==> src/rtl/stream_demux2.sv <==
// ---------------------------------------------------------------------------
// stream_demux2
//
// Registered 1-to-2 stream demultiplexer. Each word on the single
// valid/ready input stream is routed to port A or port B and parked in that
// port's one-entry holding register until the consumer takes it. Because the
// two holding registers are independent, a stalled port never blocks a word
// that is already buffered on the other port. Routing follows in_sel
// (0 -> A, 1 -> B), or an internal alternating pointer when alt_mode=1.
//
// Ports:
//   clk       - clock, rising edge active
//   rst       - asynchronous active-high reset
//   in_data   - input word
//   in_sel    - destination select (0 = A, 1 = B), ignored in alt mode
//   in_valid  - input word valid
//   in_ready  - block accepts the word this cycle (combinational)
//   alt_mode  - 1 = alternate destinations A,B,A,B... starting at A
//   a_data    - port A word
//   a_valid   - port A holding register full
//   a_ready   - port A consumer accepts
//   b_data    - port B word
//   b_valid   - port B holding register full
//   b_ready   - port B consumer accepts
//   cnt_a     - saturating count of words accepted for A
//   cnt_b     - saturating count of words accepted for B
// ---------------------------------------------------------------------------
module stream_demux2 #(
  parameter int WIDTH = 8,
  parameter int CNT_W = 8
) (
  input  logic             clk,
  input  logic             rst,
  input  logic [WIDTH-1:0] in_data,
  input  logic             in_sel,
  input  logic             in_valid,
  output logic             in_ready,
  input  logic             alt_mode,
  output logic [WIDTH-1:0] a_data,
  output logic             a_valid,
  input  logic             a_ready,
  output logic [WIDTH-1:0] b_data,
  output logic             b_valid,
  input  logic             b_ready,
  output logic [CNT_W-1:0] cnt_a,
  output logic [CNT_W-1:0] cnt_b
);

  localparam logic [CNT_W-1:0] CNT_MAX = '1;
  localparam logic [CNT_W-1:0] CNT_ONE = CNT_W'(1);

  logic             a_valid_q, a_valid_d;
  logic [WIDTH-1:0] a_data_q,  a_data_d;
  logic             b_valid_q, b_valid_d;
  logic [WIDTH-1:0] b_data_q,  b_data_d;
  logic             ptr_q,     ptr_d;
  logic [CNT_W-1:0] cnt_a_q,   cnt_a_d;
  logic [CNT_W-1:0] cnt_b_q,   cnt_b_d;

  logic dest;
  logic accept;
  logic load_a;
  logic load_b;

  // Destination and handshake. in_ready only looks at the destination port:
  // a full, non-draining destination stalls the stream even if the other
  // port is empty, so words are never reordered.
  always_comb begin
    dest     = alt_mode ? ptr_q : in_sel;
    in_ready = dest ? (!b_valid_q || b_ready) : (!a_valid_q || a_ready);
    accept   = in_valid && in_ready;
    load_a   = accept && !dest;
    load_b   = accept &&  dest;
  end

  // Holding registers. A load has priority over a drain on the same port,
  // which gives one word per cycle per port when the consumer keeps up.
  // Data is only written on a load, so it stays put after a drain.
  always_comb begin
    a_valid_d = a_valid_q;
    a_data_d  = a_data_q;
    b_valid_d = b_valid_q;
    b_data_d  = b_data_q;

    if (load_a) begin
      a_valid_d = 1'b1;
      a_data_d  = in_data;
    end else if (a_valid_q && a_ready) begin
      a_valid_d = 1'b0;
    end

    if (load_b) begin
      b_valid_d = 1'b1;
      b_data_d  = in_data;
    end else if (b_valid_q && b_ready) begin
      b_valid_d = 1'b0;
    end
  end

  // Alternating pointer. Leaving alt mode for even a single cycle parks the
  // pointer at A, so every alt-mode burst starts on port A.
  always_comb begin
    ptr_d = ptr_q;
    if (!alt_mode) begin
      ptr_d = 1'b0;
    end else if (accept) begin
      ptr_d = !ptr_q;
    end
  end

  // Per-port transfer counters, holding at all-ones instead of wrapping.
  always_comb begin
    cnt_a_d = cnt_a_q;
    cnt_b_d = cnt_b_q;
    if (load_a && (cnt_a_q != CNT_MAX)) begin
      cnt_a_d = cnt_a_q + CNT_ONE;
    end
    if (load_b && (cnt_b_q != CNT_MAX)) begin
      cnt_b_d = cnt_b_q + CNT_ONE;
    end
  end

  // State registers; reset throws away anything buffered.
  always_ff @(posedge clk or posedge rst) begin
    if (rst) begin
      a_valid_q <= 1'b0;
      a_data_q  <= '0;
      b_valid_q <= 1'b0;
      b_data_q  <= '0;
      ptr_q     <= 1'b0;
      cnt_a_q   <= '0;
      cnt_b_q   <= '0;
    end else begin
      a_valid_q <= a_valid_d;
      a_data_q  <= a_data_d;
      b_valid_q <= b_valid_d;
      b_data_q  <= b_data_d;
      ptr_q     <= ptr_d;
      cnt_a_q   <= cnt_a_d;
      cnt_b_q   <= cnt_b_d;
    end
  end

  always_comb begin
    a_valid = a_valid_q;
    a_data  = a_data_q;
    b_valid = b_valid_q;
    b_data  = b_data_q;
    cnt_a   = cnt_a_q;
    cnt_b   = cnt_b_q;
  end

endmodule

==> config.mk <==
export PLATFORM = sky130hd
export DESIGN_NAME = stream_demux2
export DESIGN_NICKNAME = d
export VERILOG_FILES = /design/src/rtl/stream_demux2.sv
export SDC_FILE = /design/constraint.sdc
export NUM_CORES = 1
export LEC_CHECK = 0
export ABC_AREA = 1
export CORE_ASPECT_RATIO = 0.6
export CORE_MARGIN = 5
export CORE_UTILIZATION = 30
export DETAILED_ROUTE_END_ITERATION = 8
export PLACE_DENSITY = 0.62
export SLEW_MARGIN = 10
export SYNTH_ARGS = -nofsm -noshare
export SYNTH_HDL_FRONTEND = slang
export SYNTH_SLANG_ARGS = --single-unit
==> constraint.sdc <==
create_clock -name clk -period 1.5 [get_ports clk]
set_clock_uncertainty 0.1 [all_clocks]
set_input_delay 0.15 -clock clk [delete_from_list [all_inputs] [get_ports clk]]
set_output_delay 0.15 -clock clk [all_outputs]
set_load 0.05 [all_outputs]
==> results of run 1 <==
-- logic make-up after synthesis --
| logic type | Yosys count | synth area share (%) |
|---|---|---|
| AOI/OAI and AO/OA | 18 | 8.08 |
| xor gates and xnor gates | 5 | 2.36 |
| and+or+nand+nor | 135 | 33.2 |
| adders and majority gates | 2 | 1.35 |
| DFF | 35 | 47.1 |
| buffers and inverters | 35 | 7.88 |
-- state kept, by name, indices dropped and copies added, names as in the netlist --
signal   count
b_data       8
a_valid      1
ptr_q        1
cnt_b        8
cnt_a        8
a_data       8
b_valid      1
-- cells in the mapped netlist, drive strengths merged --
cell	count	share of area, %
nand2	101	22
dfrtp	35	47
inv	33	6.7
o21ai	18	8.1
nor2	15	4.4
nand3	13	4.2
nand4	5	2.5
xor2	3	1.4
buf	2	1.2
ha	2	1.3
xnor2	2	0.94
nand3b	1	0.40
-- where the power goes --
| group | leakage [uW] | internal [uW] | switching (uW) | total (uW) |
|---|---|---|---|---|
| clock | 0.0000644 | 663 | 376 | 1040 |
| sequential | 0.000435 | 1170 | 277 | 1440 |
| combinational | 0.00103 | 1110 | 1260 | 2370 |
-- worst paths after layout --
kind,startpoint,to,slack [ns],cells after the start
hold / removal,rst,cnt_a[1],0.1,3
min in group clk,alt_mode,ptr_q,0.25,3
setup reg to reg,cnt_b[0],cnt_b[0],0.13,7
setup / recovery,ptr_q,in_ready,0.07,5
hold reg to reg,b_data[4],b_data[4],0.39,2
max in group asynchronous,rst,a_valid,1.00,3
-- worst max-delay path: cells and delay by family (launching register included) --
| family | cells | cell delay [ns] |
|---|---|---|
| buffers and inverters | 1 | 0.14 |
| and+or+nand+nor | 4 | 0.32 |
| DFF | 1 | 0.42 |
-- repair_timing --
action | 4_1_cts | 5_1_grt
setup endpoints to repair | 1 | 2
resized for setup | 5 | 5
hold endpoints to repair | 0 | 0
setup buffers | 4 | 0
hold buffers | 0 | 0
pin swaps | 1 | 2
-- metrics by stage --
stage	instances	TNS [ns]	utilization, %	hold slack (ns)
floorplan	230	-0.00140	-	0.191
global placement	374	-1.85	48.5	0.373
detailed placement	374	-2.52	48.5	0.377
CTS	386	0	51.4	0.111
global route	386	-0.0145	51.8	0.123
finish	386	0	51.8	0.0975
-- metal layers --
layer / global-route usage [%] / vias to the layer above
met3: 5.90 / 9
met2: 17.4 / 40
li1: - / 855
met4: 3.64 / 0
met1: 16.1 / 717
met5: 0 / -
-- area by class of cell --
type	count	area (sq um)	area share (%)
inverters	33	124	3.95
multi-input cells	160	901	28.7
clock buffers	5	68.8	2.19
clock inverters	3	67.6	2.15
well taps	84	105	3.35
flip-flops and latches	35	890	28.4
repair buffers	66	980	31.2
==> results.cfg, run 1 <==
[logic_synthesis]
synth_area_sq_mm = 0.00186
syn_avg_cell_area_sq_um = 8.08
synth_cell_types = 20
yosysWarningCount = 0
syn_inst = 230
syn_nets = 247
synth_seq_cells = 35
ys_seq_area_share_pct = 47.1

[pwr]
total_power_uw = 4860
power.leakage_uw = 0.00153
pwr_density_cell_mw_per_mm2 = 1550
vdd_ir_drop_max_mv = 0.720

[place]
dpl.hpwl_microns = 3290
pre_cts_ws_ns = -0.128
port_buffers = 49
gp_congestion = 0.766
postPlaceCellArea_sq_mm = 0.00294

[detailed_routing]
wl_per_cell_microns = 11.5
routed_wl_microns = 4430
avgViaCountPerCell = 4.20
firstDrtPassIters = 4
wl_met1_microns = 2220
highest_layer = met4
vias = 1621
wl_met2_microns = 1770
ant_nets = 0
wl_met3_microns = 373
drt_iter0_drc = 33
drc = 0

[critical_path]
crit_arrival_ns = 1.18
cp.required_ns = 1.25
critPathMaxStageDelay_ns = 0.42
cp-end-kind = output pin
cp-start-kind = register
critical_path_class = reg -> out
cp_common_cell = nand2_4
worstPathMaxFanout = 4
path_cells = nand2_4 -> nand2_4 -> nand2_2 -> nand2_4 -> buf_12
critical_path.slowest_cell = dfrtp_1

[finish]
final_common_cell = nand2_1
nNetsFinal = 318
antenna_cells = 0
syn2layout_area_growth_pct = 68.8
nFillCells = 558
fin_area_sq_mm = 0.00314
drive_above_1_share_pct = 36.1
final_cell_mix = nand2_1 (92), buf_12 (36), inv_1 (30), dfrtp_1 (24)

[run_status]
status = finished clean

[timing]
finalCriticalPeriod_ns = 1.43
setup_viol_count_final = 0
finalWorstSetupSlack_ns = 0.0658
fmax_mhz = 697
finalCritPeriodShare_pct = 95.6
hold_viol_final = 0
drv_slew = 0
worstMarginPinSlew_ns = 0.311
slew_headroom_pct = 79.2

[die]
rows = 22
fp.dieW_microns = 112
die_h_microns = 71.0
io_pins = 50
coreArea_sq_mm = 0.00606
dieArea_sq_mm = 0.00792
start_util_pct = 30.7

[clocking]
numCtsBuffers = 5
htreeDepth = 2
cts_buffer_depth = 2
numClockSinks = 35
cts-root-buf = clkbuf_8
clock_latency_ns = 0.29
cts_tree = built
clk_pin_slew_worst_paths_ns = 0.08

[hold_path]
hp-class = in -> async

[global_routing]
overflow = 0
grt_util_all_layers_pct = 12.1
grt_pass1_wl_microns = 7850
antenna_found_initial = 0
grt_pass1_vias = 1610
grt_max_degree = 36

[run]
drv_cap = 0
Note: power is estimated with default switching activity, not from simulation.
==> run 2: changes to the inputs <==
--- a/config.mk
+++ b/config.mk
@@ -5,12 +5,11 @@
 export SDC_FILE = /design/constraint.sdc
 export NUM_CORES = 1
 export LEC_CHECK = 0
-export ABC_AREA = 1
 export CORE_ASPECT_RATIO = 0.6
 export CORE_MARGIN = 5
 export CORE_UTILIZATION = 30
 export DETAILED_ROUTE_END_ITERATION = 8
-export PLACE_DENSITY = 0.62
+export PLACE_DENSITY = 0.64
 export SLEW_MARGIN = 10
 export SYNTH_ARGS = -nofsm -noshare
 export SYNTH_HDL_FRONTEND = slang
==> results.cfg, run 2 <==
[finish]
syn2layout_area_growth_pct = 80.6
final_common_cell = buf_4
antenna_cells = 0
final_cell_mix = buf_4 (35), buf_12 (26), dfrtp_1 (20), mux2_2 (17), dfrtp_2 (15)
drive_above_1_share_pct = 62.0
nNetsFinal = 229
final_cells = 279
fin_area_sq_mm = 0.00289

[critical_path]
r2r_cells = 6
cp.required_ns = 1.25
rr_startpoint = ptr_q
path_cells = mux2i_4 -> buf_6 -> mux2_4 -> buf_8
worstPathMaxFanout = 2
cp_num_cells = 4
cp-start-kind = register
reg2reg_slack_ns = -0.15
critical_path.slowest_cell = dfrtp_1
crit_arrival_ns = 1.45
reg2reg_to = cnt_b[6]
crit_family = multiplexers
cp-end-kind = output pin
critPathBufInv = 2
critical_path_class = reg -> out
critPathMaxStageDelay_ns = 0.42

[clocking]
cts-root-buf = clkbuf_8
htreeDepth = 2
cts_buffer_depth = 2
hold_buffers = 0
numClockSinks = 35
cts_tree = built
clk_pin_slew_worst_paths_ns = 0.07
numCtsBuffers = 5
clock_latency_ns = 0.28

[logic_synthesis]
synth_compound_area_share_pct = 4.54
synth_area_sq_mm = 0.00160
syn_nets = 143
synth_most_common_cell = dfrtp_1
synthAdderAreaFrac_pct = 1.56
synth_seq_cells = 35
synthSimpleGateAreaFrac_pct = 16.7
syn_inst = 126
ys_seq_area_share_pct = 54.8
async_flop_share_pct = 100
yosysTopAreaCell = dfrtp_1
synthTopCellsByCount = dfrtp_1 (35), mux2_2 (21), nand2_1 (9)
synth_xor_area_share_pct = 2.74
yosys-top-cells-area = dfrtp_1 (55%), mux2_2 (15%), nand2_1 (2.1%), nand3_1 (1.9%), xor2_1 (1.6%)
synth_enable_flop_cells = 0
netlist.area_leader.share_pct = 54.8
synth_mux_area_share_pct = 18.4
synth_cell_types = 31
yosysWarningCount = 0
synth_flop_cell = dfrtp_1
syn_avg_cell_area_sq_um = 12.7
synth_top_family_by_area = multiplexers

[timing]
finalWorstSetupSlack_ns = -0.199
fmax_mhz = 588
rsz0062_at_grt = true
setup_viol_count_final = 31
finalCritPeriodShare_pct = 113
worstMarginPinSlew_ns = 0.282
tns_ns = -2.41
slew_headroom_pct = 81.0
hold_viol_final = 0
drv_slew = 0
finalCriticalPeriod_ns = 1.70

[place]
dp.cells = 263
gp_congestion = 0.785
port_buffers = 49
postPlaceCellArea_sq_mm = 0.00266
dpl.hpwl_microns = 3300
pre_cts_ws_ns = -0.502

[pwr]
pwr_density_cell_mw_per_mm2 = 1850
power.leakage_uw = 0.00126
vdd_ir_drop_max_mv = 0.773
total_power_uw = 5350

[die]
fp.dieW_microns = 104
die_h_microns = 66.6
io_pins = 50
rows = 20
dieArea_sq_mm = 0.00694
start_util_pct = 31.3
coreArea_sq_mm = 0.00510

[detailed_routing]
drc = 0
routed_wl_microns = 4430
drt_iter0_drc = 31
avgViaCountPerCell = 4.84
wl_per_cell_microns = 15.9
ant_nets = 0
vias = 1350
firstDrtPassIters = 4

[global_routing]
grt_pass1_wl_microns = 7760
antenna_found_initial = 0
grt_pass1_vias = 1523
grt_util_all_layers_pct = 14.3
grt_max_degree = 36
overflow = 0

[run_status]
violations = negative setup slack
status = finished, violations left

[hold_path]
hp-class = in -> async

[run]
drv_cap = 0
[run 2: cell types whose count changed after synthesis, sizes merged, moves of 3 or more]
cell and change:
inv -29, nor3 +6, o21ai -15, nor2 -9, nand3 -6, mux2i +3, and3 +3, nand2b +3
mux2 +22, nand4 -3, nand2 -91
[run 2: power breakdown]
group	internal [uW]	switching [uW]	leakage (uW)
logic	1400	1560	0.000805
clock network	494	337	0.0000581
registers	1240	317	0.000402
[run 2: stage by stage]
step	util [%]	hold WS, ns
after floorplan	-	0.192
after global placement	52.1	0.391
after detailed placement	52.1	0.402
after CTS	56.2	0.112
after global routing	56.6	0.129
final	56.6	0.111
[run 2: worst max-delay path by stage]
stage | startpoint | to | slack (ns)
floorplan | cnt_b[0] | cnt_b[1] | -0.12
global placement | alt_mode | in_ready | -0.49
detailed placement | alt_mode | cnt_a[1] | -0.50
CTS | ptr_q | in_ready | -0.20
global route | ptr_q | in_ready | -0.25
finish | ptr_q | in_ready | -0.20
[run 2: layout make-up]
class	instances	area (sq um)
clock buffers	5	68.8
multi-input cells	87	812
inverters	4	15.0
well taps	66	82.6
repair buffers	79	971
fillers	420	2220
clock inverters	3	43.8
flip-flops and latches	35	895
[run 2: what timing repair did]
action | CTS | global route
pin swaps | 6 | 0
buffers inserted | 5 | 2
cloned | 1 | 0
setup endpoints to repair | 31 | 33
resized for setup | 13 | 1
[run 2: cell families after synthesis]
family	Yosys count
AOI/OAI and AO/OA	11
xor gates and xnor gates	5
and+or+nand+nor	43
buffers and inverters	5
DFF	35
adders and majority gates	2
muxes	25
[run 2: worst reg2reg max path, cell delays in order (launching register included)]
cell	delay, ns
dfrtp_1	0.40
mux2i_4	0.10
buf_4	0.17
buf_4	0.15
nor3_2	0.11
and3_1	0.18
mux2_2	0.33
[run 2: layer usage]
metal,up-vias,global-route usage (%),routed length (microns)
met5,-,0,0
met4,0,4.04,81
met3,8,5.61,311
met2,48,24.7,2180
met1,665,16.7,1860
li1,629,-,-
